==> config.mk <==
export PLATFORM = sky130hd
export DESIGN_NAME = oam_dma
export DESIGN_NICKNAME = d
export VERILOG_FILES = /design/src/rtl/video_types.sv /design/src/rtl/oam_dma_reg.sv /design/src/rtl/oam_dma.sv
export SDC_FILE = /design/constraint.sdc
export NUM_CORES = 1
export LEC_CHECK = 0
export ABC_AREA = 1
export BUFFER_PORTS_ARGS = -buffer_cell sky130_fd_sc_hd__buf_2
export CAP_MARGIN = 20
export CORE_ASPECT_RATIO = 2
export CORE_MARGIN = 4
export CORE_UTILIZATION = 54
export DETAILED_ROUTE_END_ITERATION = 8
export GPL_TIMING_DRIVEN = 0
export PLACE_DENSITY = 0.86
export SYNTH_ARGS = -nofsm -noshare
export SYNTH_HDL_FRONTEND = slang
export SYNTH_HIERARCHICAL = 1
export SYNTH_SLANG_ARGS = --single-unit
==> constraint.sdc <==
create_clock -name clk -period 2.7 [get_ports clk]
set_input_delay 0.135 -clock clk [delete_from_list [all_inputs] [get_ports clk]]
set_output_delay 0.135 -clock clk [all_outputs]
set_load 0.05 [all_outputs]
==> src/rtl/video_types.sv <==
// video_types: shared constants and FSM state type for the OAM DMA engine
//   DMA_REG_ADDR : CPU address of the DMA source register
//   OAM_DMA_BASE : first OAM byte written by a transfer
//   OAM_DMA_LEN  : bytes copied per transfer
//   dma_state_t  : transfer FSM states
package video_types;
  localparam logic [15:0] DMA_REG_ADDR = 16'hFF46;
  localparam logic [15:0] OAM_DMA_BASE = 16'hFE00;
  localparam int OAM_DMA_LEN = 160;
  typedef enum logic [2:0] {IDLE, REQ, READ, WAIT, WRITE, RELEASE} dma_state_t;
endpackage

==> src/rtl/oam_dma_reg.sv <==
// oam_dma_reg: CPU register slice for the OAM DMA source page
//   clk, reset_n            : clock, asynchronous active-low reset
//   reg_addr/rd/wr/wdata    : CPU access
//   reg_rdata, reg_hit      : registered readback, zero unless the previous cycle read 0xFF46
//   src_hi                  : stored source page
//   start                   : one-cycle pulse on a decoded write
module oam_dma_reg
  import video_types::*;
(
  input  logic        clk,
  input  logic        reset_n,
  input  logic [15:0] reg_addr,
  input  logic        reg_rd,
  input  logic        reg_wr,
  input  logic [7:0]  reg_wdata,
  output logic [7:0]  reg_rdata,
  output logic        reg_hit,
  output logic [7:0]  src_hi,
  output logic        start
);
  logic hit;
  assign hit = reg_addr == DMA_REG_ADDR;
  assign start = reg_wr & hit;
  always_ff @(posedge clk or negedge reset_n)
    if (!reset_n) begin
      src_hi <= '0;
      reg_rdata <= '0;
      reg_hit <= 1'b0;
    end else begin
      if (start) src_hi <= reg_wdata;
      reg_hit <= reg_rd & hit;
      reg_rdata <= (reg_rd & hit) ? src_hi : '0;
    end
endmodule

==> src/rtl/oam_dma.sv <==
// oam_dma: OAM DMA engine copying 160 bytes from {src_hi,8'h00} to OAM 0xFE00-0xFE9F over a shared bus
//   clk, reset_n                   : clock, asynchronous active-low reset
//   reg_addr/rd/wr/wdata           : CPU access to the 0xFF46 source register
//   reg_rdata, reg_hit             : registered register readback
//   bus_req, bus_gnt               : bus ownership handshake with the arbiter
//   m_addr/rd/wr/wdata, m_rdata    : initiator side of the shared bus
//   busy                           : transfer in progress
//   dma_done                       : completion pulse, only with OAM_DMA_DONE_PULSE_EN defined
module oam_dma
  import video_types::*;
#(
  parameter int READ_LATENCY = 1
) (
  input  logic        clk,
  input  logic        reset_n,
  input  logic [15:0] reg_addr,
  input  logic        reg_rd,
  input  logic        reg_wr,
  input  logic [7:0]  reg_wdata,
  output logic [7:0]  reg_rdata,
  output logic        reg_hit,
  output logic        bus_req,
  input  logic        bus_gnt,
  output logic [15:0] m_addr,
  output logic        m_rd,
  output logic        m_wr,
  output logic [7:0]  m_wdata,
  input  logic [7:0]  m_rdata,
`ifdef OAM_DMA_DONE_PULSE_EN
  output logic        dma_done,
`endif
  output logic        busy
);
  dma_state_t state, nxt;
  logic [7:0] src_hi, idx, data_q;
  logic [1:0] wcnt;
  logic start, last, wdone, active;
  oam_dma_reg u_reg (
    .clk(clk),
    .reset_n(reset_n),
    .reg_addr(reg_addr),
    .reg_rd(reg_rd),
    .reg_wr(reg_wr),
    .reg_wdata(reg_wdata),
    .reg_rdata(reg_rdata),
    .reg_hit(reg_hit),
    .src_hi(src_hi),
    .start(start)
  );
  assign last = idx == 8'(OAM_DMA_LEN - 1);
  assign wdone = wcnt == 2'(READ_LATENCY - 1);
  // a register write restarts from any state; losing the grant mid-byte re-requests the bus
  always_comb begin
    nxt = start ? REQ :
          (state inside {READ, WAIT, WRITE} && !bus_gnt) ? REQ :
          state == REQ   ? (bus_gnt ? READ : REQ) :
          state == READ  ? WAIT :
          state == WAIT  ? (wdone ? WRITE : WAIT) :
          state == WRITE ? (last ? RELEASE : READ) : IDLE;
  end
  assign active = nxt inside {REQ, READ, WAIT, WRITE};
  assign m_rd = (state == READ) & bus_gnt;
  assign m_wr = (state == WRITE) & bus_gnt;
  assign m_addr = state == READ  ? {src_hi, 8'h00} + {8'h00, idx} :
                  state == WRITE ? OAM_DMA_BASE + {8'h00, idx} : '0;
  assign m_wdata = state == WRITE ? data_q : '0;
  always_ff @(posedge clk or negedge reset_n)
    if (!reset_n) begin
      state <= IDLE;
      idx <= '0;
      wcnt <= '0;
      data_q <= '0;
      busy <= 1'b0;
      bus_req <= 1'b0;
`ifdef OAM_DMA_DONE_PULSE_EN
      dma_done <= 1'b0;
`endif
    end else begin
      state <= nxt;
      busy <= active;
      bus_req <= active;
      idx <= start ? '0 : (state == WRITE && nxt == READ) ? idx + 8'd1 : idx;
      wcnt <= (state == WAIT && nxt == WAIT) ? wcnt + 2'd1 : '0;
      if (state == WAIT && nxt == WRITE) data_q <= m_rdata;
`ifdef OAM_DMA_DONE_PULSE_EN
      dma_done <= nxt == RELEASE;
`endif
    end
endmodule

==> flow_summary_export.csv <==
group,metric,value,unit
clock_tree,postCtsSetupRepairBufs,0,
routing,final_antenna_net_count,0,
timing,rsz0062_at_grt,"false",
place,numPortBuffers,72,
timing,slew_headroom,42.5,%
clock_tree,cts_root_buf,"clkbuf_8",
routing,drtPass1Iterations,5,
die,core_area,3880,um^2
synthesis,synth_compound_area_share,1.59,%
min_path,whs_endpoint,"u_reg/src_hi[7]",
cells_and_area,fin_nets,416,
place,dp_hpwl,4150,um
routing,viasPerCell,5.00,
timing,post-route-period-util,83.6,%
die,ios,74,
timing,hold_viol,0,
global_route,grt_pass1_vias,2253,
cells_and_area,layout_commonest_cell,"nand2_1",
die,die-area,5220,um^2
synthesis,ys_seq_area_share,44.4,%
place,post-place-cells,420,
cells_and_area,stdcell_count,429,
timing,final_max_slew_viol_count,0,
place,globalplace.congestion,0.858,
critical_path,rr_worst_depth,8,
cells_and_area,final_cell_mix,"87 x nand2_1, 74 x buf_2, 55 x inv_1",
routing,drc_errors,0,
timing,setup_viol,0,
critical_path,startpoint_type,"flop",
synthesis,synthXorXnorAreaFrac,1.20,%
timing,layout_min_cycle_time,2.26,ns
die,die_w,53.1,um
synthesis,yosys.area_share.simple,40.1,%
timing,fin_tns_setup,0,ns
routing,totalWireLength,5230,um
critical_path,cp_cell_sequence,"inv_1 -> nand2_2 -> nor2_1 -> inv_1 -> nand2_1 -> inv_1 -> nor2_1 -> buf_2",
critical_path,cp.required,2.57,ns
clock_tree,h-tree-depth,2,
critical_path,reg2reg_slack,0.84,ns
clock_tree,clk_pin_slew_worst_paths,0.08,ns
synthesis,syn_area_per_cell,7.40,um^2
pwr,cellLeakagePower,1.64,nW
critical_path,r2r_start,"idx[1]",
clock_tree,cts_tree,"built",
global_route,antenna_found_initial,0,
synthesis,synth_edf_count,0,
min_path,hold_path.class,"input port to flop",
place,post_dp_cell_area,2620,um^2
critical_path,crit_path_top_delay_cell,"dfrtp_1",
die,die_h,98.2,um
synthesis,ys_warn_count,6,
global_route,grt_max_degree,40,
die,row_count,32,
global_route,grt_usage,23.1,%
synthesis,async_flop_share,100,%
critical_path,worstSetupPathType,"flop to primary output",
synthesis,syn_nets,336,
timing,worstMarginPinSlew,0.863,ns
cells_and_area,diodes,0,
critical_path,cp_max_fo,8,
cells_and_area,drive_above_1_share,28.3,%
critical_path,crit_path_frequent_cell,"inv_1",
die,initial_core_util,56.6,%
clock_tree,clk_latency,0.29,ns
timing,max_freq,443,MHz
synthesis,synthAdderAreaFrac,1.14,%
synthesis,synth_area_leader_cell,"dfrtp_1",
synthesis,synthMuxAreaShare,0,%
synthesis,yosysTopAreaCellShare,44.4,%
synthesis,synth_area,2200,um^2
routing,vias,2143,
critical_path,cp-end-kind,"primary output",
synthesis,syn_inst,297,
synthesis,synth_cell_types,25,
synthesis,synth_top_family_by_area,"simple AND/OR/NAND/NOR gates",
min_path,min_path_cells,3,
timing,holdWs,0.0739,ns
pwr,ir_drop,0.402,mV
routing,dr.first_iter.drc_count,42,
clock_tree,cts.sinks,39,
synthesis,synth-main-ff-cell,"dfrtp_1",
synthesis,synth_area_leaders,"dfrtp_1 44%, nand2_1 15%, inv_1 9.4%, nor2_1 6.8%, nand3_1 5.0%",
cells_and_area,area_delta_synth_final,24.1,%
timing,worst_clock_skew,0.00677,ns
global_route,grt_pass1_wl,9190,um
run,maxCapViolCount,0,
run_status,outcome,"complete, no violations",
critical_path,crit_arrival,2.12,ns
min_path,worstHoldStart,"reg_wdata[7]",
synthesis,ys_ff_latch,39,
routing,routedWlPerCell,12.2,um
critical_path,critPathMaxStageDelay,0.45,ns
critical_path,reg2reg_to,"data_q[6]",
cells_and_area,finalInstanceArea,2730,um^2
pwr,powerDensity,755,nW/um^2
global_route,overflow,0,
clock_tree,cts_buffers,5,
clock_tree,clockBufferDepth,2,
==> power by group <==
part	internal, mW	switching (mW)	leakage, nW
Sequential	0.679	0.0759	0.527
Combinational	0.260	0.631	1.06
Clock	0.209	0.203	0.0484
==> routing by layer <==
| metal | track usage [%] | share of wire [%] | up-vias |
|---|---|---|---|
| met5 | 0 | 0 | - |
| met4 | 11.8 | 2.9 | 0 |
| met3 | 5.50 | 6.4 | 15 |
| met2 | 43.1 | 58 | 75 |
| met1 | 21.7 | 33 | 995 |
| li1 | - | - | 1058 |
==> worst max path at each step <==
stage	startpoint	end
floorplan	state[2]	m_addr[0]
global placement	state[2]	m_addr[6]
detailed placement	state[2]	m_addr[2]
CTS	state[2]	m_addr[2]
global route	state[2]	m_addr[1]
finish	state[2]	m_addr[5]
==> final cells by class <==
class / count / area [um^2]
Clock buffer: 7 / 86.3
Tap cell: 51 / 63.8
Fill cell: 348 / 1160
Buffer: 7 / 43.8
Multi-Input combinational cell: 195 / 967
Sequential cell: 39 / 976
Timing Repair Buffer: 73 / 370
Inverter: 56 / 210
Clock inverter: 1 / 8.76
==> cells in the mapped netlist, types with 3 or more instances <==
| master | number |
|---|---|
| dfrtp_1 | 39 |
| inv_1 | 55 |
| nand2_1 | 87 |
| nand2_2 | 5 |
| nand3_1 | 22 |
| nand3_2 | 4 |
| nand4_1 | 15 |
| nor2_1 | 40 |
| nor2_2 | 4 |
| nor2_4 | 3 |
| xor2_1 | 3 |
==> cell families after synthesis <==
kind of cell / after synthesis
simple gates: 186
buf+inv: 63
flops: 39
compound gates: 4
xor+xnor: 3
fa+ha+maj: 2
==> what timing repair did <==
item / in CTS / in global routing
resized for setup: 0 / 0
hold endpoints to repair: 39 / 0
hold buffers: 1 / 0
==> sequential cells by signal, summed over array words and instances (netlist names) <==
register	count
u_reg/reg_hit	1
u_reg/reg_rdata	8
idx	8
wcnt	2
busy	1
u_reg/src_hi	8
data_q	8
state	3
==> critical path, delay by kind of cell, from the launching register on <==
| family | cells | cell delay [ns] |
|---|---|---|
| flip-flops | 1 | 0.45 |
| AND/OR/NAND/NOR | 4 | 0.72 |
| buffers and inverters | 4 | 0.66 |
==> through the flow <==
step	total power, mW	setup WS, ns	utilization [%]
final	2.06	0.442	70.2
after global routing	2.22	0.225	70.2
after CTS	2.07	0.439	70.2
after detailed placement	1.66	0.765	67.5
after global placement	1.63	0.801	67.5
after floorplan	1.45	0.800	-
(Power assumes the default switching activity.)
